==> config.mk <==
export PLATFORM = sky130hd
export DESIGN_NAME = tug_of_war_core_flat
export DESIGN_NICKNAME = d
export VERILOG_FILES = /design/src/rtl/tow_pkg.sv /design/src/rtl/tug_of_war_core_if.sv /design/src/rtl/tow_press_pulse.sv /design/src/rtl/tug_of_war_core.sv /design/src/flat_wrapper.sv
export SDC_FILE = /design/constraint.sdc
export NUM_CORES = 1
export LEC_CHECK = 0
export CAP_MARGIN = 15
export CORE_MARGIN = 1
export CORE_UTILIZATION = 45
export DETAILED_ROUTE_END_ITERATION = 10
export PLACE_DENSITY = 0.85
export SLEW_MARGIN = 15
export SYNTH_ARGS = -nofsm -noshare
export SYNTH_HDL_FRONTEND = slang
export SYNTH_SLANG_ARGS = --single-unit
==> constraint.sdc <==
create_clock -name clk -period 2.3 [get_ports clk]
set_input_delay 0.46 -clock clk [delete_from_list [all_inputs] [get_ports clk]]
set_output_delay 0.46 -clock clk [all_outputs]
set_load 0.005 [all_outputs]
==> src/rtl/tow_pkg.sv <==
// rtl/tow_pkg.sv - shared constants and types for the tug-of-war game core
package tow_pkg;

  localparam int           NUM_LIGHTS    = 9;
  localparam logic [3:0]   CENTER_IDX    = 4'd4;
  localparam logic [3:0]   LAST_IDX      = 4'd8;
  localparam logic [3:0]   FIRST_IDX     = 4'd0;
  localparam int           MAX_SCORE_DEF = 7;

  typedef logic [NUM_LIGHTS-1:0] light_t;

endpackage

==> src/rtl/tug_of_war_core_if.sv <==
// rtl/tug_of_war_core_if.sv - player inputs and playfield/score outputs of the game core
interface tug_of_war_core_if;
  import tow_pkg::*;

  logic       key_l;
  logic       key_r;
  light_t     lights;
  logic [3:0] bcd_l;
  logic [3:0] bcd_r;
  logic       win_l;
  logic       win_r;
  logic       match_over;

  modport master (
    output key_l, key_r,
    input  lights, bcd_l, bcd_r, win_l, win_r, match_over
  );

  modport slave (
    input  key_l, key_r,
    output lights, bcd_l, bcd_r, win_l, win_r, match_over
  );

endinterface

==> src/rtl/tow_press_pulse.sv <==
// rtl/tow_press_pulse.sv - turns a synchronized button level into a one-cycle press pulse
module tow_press_pulse (
  input  logic clk,
  input  logic reset,
  input  logic key,
  output logic pulse
);

  logic key_q;
  logic pulse_q;
  logic pulse_d;

  assign pulse_d = key & ~key_q;
  assign pulse   = pulse_q;

  // key_q tracks the button even in reset so a held button never fires on release of reset
  always_ff @(posedge clk) begin
    key_q <= key;
    if (reset) begin
      pulse_q <= 1'b0;
    end else begin
      pulse_q <= pulse_d;
    end
  end

endmodule

==> src/rtl/tug_of_war_core.sv <==
// rtl/tug_of_war_core.sv - tug-of-war playfield, round wins and match scoring
module tug_of_war_core
  import tow_pkg::*;
#(
  parameter int MAX_SCORE = MAX_SCORE_DEF
) (
  input  logic               clk,
  input  logic               reset,
  tug_of_war_core_if.slave   io
);

  logic       pl;
  logic       pr;
  logic [3:0] pos_q, pos_d;
  logic [3:0] score_l_q, score_l_d;
  logic [3:0] score_r_q, score_r_d;
  logic       win_l_q, win_l_d;
  logic       win_r_q, win_r_d;
  logic       over;

  tow_press_pulse u_pulse_l (
    .clk   (clk),
    .reset (reset),
    .key   (io.key_l),
    .pulse (pl)
  );

  tow_press_pulse u_pulse_r (
    .clk   (clk),
    .reset (reset),
    .key   (io.key_r),
    .pulse (pr)
  );

  assign over = (score_l_q == 4'(MAX_SCORE)) || (score_r_q == 4'(MAX_SCORE));

  always_comb begin
    pos_d     = pos_q;
    score_l_d = score_l_q;
    score_r_d = score_r_q;
    win_l_d   = 1'b0;
    win_r_d   = 1'b0;
    if (!over) begin
      if (pl && !pr) begin
        if (pos_q == LAST_IDX) begin
          pos_d     = CENTER_IDX;
          score_l_d = score_l_q + 4'd1;
          win_l_d   = 1'b1;
        end else begin
          pos_d = pos_q + 4'd1;
        end
      end else if (pr && !pl) begin
        if (pos_q == FIRST_IDX) begin
          pos_d     = CENTER_IDX;
          score_r_d = score_r_q + 4'd1;
          win_r_d   = 1'b1;
        end else begin
          pos_d = pos_q - 4'd1;
        end
      end
    end
  end

  always_ff @(posedge clk) begin
    if (reset) begin
      pos_q     <= CENTER_IDX;
      score_l_q <= 4'd0;
      score_r_q <= 4'd0;
      win_l_q   <= 1'b0;
      win_r_q   <= 1'b0;
    end else begin
      pos_q     <= pos_d;
      score_l_q <= score_l_d;
      score_r_q <= score_r_d;
      win_l_q   <= win_l_d;
      win_r_q   <= win_r_d;
    end
  end

  always_comb begin
    io.lights = '0;
    for (int i = 0; i < NUM_LIGHTS; i++) begin
      io.lights[i] = (pos_q == 4'(i));
    end
  end

  assign io.bcd_l      = score_l_q;
  assign io.bcd_r      = score_r_q;
  assign io.win_l      = win_l_q;
  assign io.win_r      = win_r_q;
  assign io.match_over = over;

endmodule

==> src/flat_wrapper.sv <==
// flat-port wrapper written by rule: the top's interface ports become plain ports
module tug_of_war_core_flat import tow_pkg::*;
#(
  parameter int MAX_SCORE = MAX_SCORE_DEF
)
  (clk, reset, io_key_l, io_key_r, io_lights, io_bcd_l, io_bcd_r, io_win_l, io_win_r, io_match_over);
  tug_of_war_core_if io_i ();
  input  logic clk;
  input  logic reset;
  input wire logic [$bits(io_i.key_l)-1:0] io_key_l;
  input wire logic [$bits(io_i.key_r)-1:0] io_key_r;
  output wire logic [$bits(io_i.lights)-1:0] io_lights;
  output wire logic [$bits(io_i.bcd_l)-1:0] io_bcd_l;
  output wire logic [$bits(io_i.bcd_r)-1:0] io_bcd_r;
  output wire logic [$bits(io_i.win_l)-1:0] io_win_l;
  output wire logic [$bits(io_i.win_r)-1:0] io_win_r;
  output wire logic [$bits(io_i.match_over)-1:0] io_match_over;
  assign io_i.key_l = io_key_l;
  assign io_i.key_r = io_key_r;
  assign io_lights = io_i.lights;
  assign io_bcd_l = io_i.bcd_l;
  assign io_bcd_r = io_i.bcd_r;
  assign io_win_l = io_i.win_l;
  assign io_win_r = io_i.win_r;
  assign io_match_over = io_i.match_over;
  tug_of_war_core #(.MAX_SCORE(MAX_SCORE)) u_core (.clk(clk), .reset(reset), .io(io_i));
endmodule
==> results.ini <==
[min_path]
hp-class = reg -> reg

[placement]
port_buffers = 23
place_area_mm2 = 0.00121
dp_slack_ns = 0.145
place.gp.congestion = 0.807
placedCellCount = 151
hpwl_um = 1400

[synth]
yosys.cell_count.top_type = dfxtp_1
yosys-top-cells-count = 18 x dfxtp_1, 12 x nor2_1, 8 x ha_1, 8 x inv_1
yosys.cell_types.count = 34
synth_top_area_share_pct = 37.3
synth_seq_cells = 18
synth_cells = 105
synth-edff-count = 0
ys_seq_area_share_pct = 37.3
yosys_warnings = 0
yosys.area.top_type = dfxtp_1
async_flop_share_pct = 0
synth_fp_nets = 117
synth_area_leaders = dfxtp_1 37%, ha_1 10%, nor2_1 4.7%
syn_area_um2 = 966
avgSynthCellArea_um2 = 9.20
ys.flop_type = dfxtp_1

[global_route]
overflow = 0
antenna_found_initial = 0
grt_pass1_vias = 726
grt_pass1_wl_um = 3070
grt_max_degree = 17
gr-usage-all-layers_pct = 16.7

[pwr]
p_per_area_mw_per_mm2 = 496
total_power_mw = 0.635
p_leak_nw = 0.519
max-vdd-ir-drop_v = 0.000421

[sta]
drv_slew = 0
worst_pin_slew_ns = 0.573
skew_ns = 0.00105
fin_crit_sh_pct = 95.6
hold_viol = 0
timing.fmax_ghz = 0.455
final.setup.tns_ns = 0
worst_slack_ns = 0.102
relSlewSlack_pct = 61.7
setup_viol = 0
whs_ns = 0.393
period_needed_ns = 2.20

[routing]
first_iter_violations = 22
detail-route-antenna-nets = 0
first_pass_iters = 4
drc = 0
viasPerCell = 5.24
routed_wl_um = 1900
wl_per_cell_um = 12.0
vias = 828

[floorplanning]
die_w_um = 48.3
core.rowCount = 16
coreArea_mm2 = 0.00198
start_util_pct = 48.7
dieHeight_um = 48.3
io_pins = 24
die_area_mm2 = 0.00234

[setup_path]
cp.required_ns = 1.84
crit_path_max_incr_delay_ns = 0.54
crit_chain = inv_2 > ha_4 > nor3b_4 > clkdlybuf4s50_1
crit_arrival_ns = 1.74
cp_slowest_cell = clkdlybuf4s50_1
startpoint_type = flop
crit_buf_inv = 2
cp_max_fo = 10
critPathCaptureType = primary output
crit_type = reg -> out
cp_top_family = buffers and inverters

[finish]
multi_input_area_um2 = 561
nNetsFinal = 144
diodes = 0
regArea_um2 = 360
final_cells = 158
syn_to_final_growth_pct = 32.6
layout-drive-gt1-share_pct = 13.0
n_fill_cell = 163
finalInstanceArea_mm2 = 0.00128
fin_util_pct = 64.6

[clocking]
numClockSinks = 18
cts_tree = built
clk_latency_ns = 0.29
clk_pin_slew_ns = 0.10
cts_inserted_buffers = 3
ctsHtreeMaxLevel = 1
cts_root_buf = clkbuf_4
cts_buffer_depth = 2

[flow_run]
cap_violations = 0

[outcome]
outcome = complete, no violations

[final timing paths]
kind / cells after the start / slack (ns) / end / startpoint
hold reg to reg: 1 / 0.39 / u_core.u_pulse_r.pulse / u_core.u_pulse_r.key_q
setup / recovery: 4 / 0.10 / io_lights[0] / u_core.pos_q[0]
setup reg to reg: 7 / 0.53 / u_core.io.bcd_r[3] / u_core.pos_q[0]
hold / removal: 1 / 0.39 / u_core.u_pulse_r.pulse / u_core.u_pulse_r.key_q
[cell type report]
type / instances / share of cell area, %
Multi-Input combinational cell: 74 / 43.7
Sequential cell: 18 / 28.1
Timing Repair Buffer: 27 / 20.3
Clock buffer: 4 / 2.83
Tap cell: 27 / 2.64
Inverter: 8 / 2.34
[state kept, by name, summed over array words and instances (netlist names)]
name	cells
u_core.u_pulse_r.pulse	1
u_core.u_pulse_l.pulse	1
u_core.io.bcd_l	4
u_core.io.win_r	1
u_core.pos_q	4
u_core.u_pulse_l.key_q	1
u_core.u_pulse_r.key_q	1
u_core.io.bcd_r	4
u_core.io.win_l	1
[report_power, final]
part | switching (mW) | leakage, nW | total (mW) | internal (mW)
Sequential | 0.0145 | 0.147 | 0.335 | 0.321
Clock | 0.0952 | 0.0210 | 0.192 | 0.0965
Combinational | 0.0465 | 0.352 | 0.108 | 0.0615
[cell usage in the layout, fill, tap and decap left out, types with 3 or more instances in the layout]
master           netlist  layout
and3_1                 4       4
clkbuf_4               0       3
nand4_1                3       3
nand3b_1               3       3
and2_1                 3       3
inv_1                  8       6
dfxtp_1               18      18
nor2_1                12      12
mux2i_1                3       3
xor2_1                 4       4
ha_1                   8       7
clkdlybuf4s50_1        0      23
a21oi_1                3       3
buf_4                  0       4
o21ai_0                4       4
nand3_1                3       3
[per-layer routing]
layer | track usage, % | vias up | share of wire, %
li1 | - | 420 | -
met1 | 19.7 | 389 | 46
met2 | 29.6 | 15 | 49
met3 | 2.83 | 4 | 3.0
met4 | 7.35 | 0 | 1.8
met5 | 0 | - | 0
[cells by family (layout without fill, tap and decap cells)]
family | after synthesis | count (layout) | synth area share (%)
flip-flops | 18 | 18 | 37.3
AND/OR/NAND/NOR | 44 | 44 | 28.9
buffers and inverters | 13 | 39 | 5.96
AO/OA/AOI/OAI | 13 | 13 | 8.68
XOR/XNOR | 5 | 5 | 4.53
multiplexers | 4 | 4 | 4.27
adder cells (fa/ha/maj) | 8 | 8 | 10.4
[what timing repair did]
action / 4_1_cts / 5_1_grt
setup buffers: 1 / 2
hold buffers: 0 / 0
setup endpoints to repair: 3 / 5
gates resized for setup: 2 / 2
pin swaps: 0 / 0
Power figures use the tool's default switching activity.
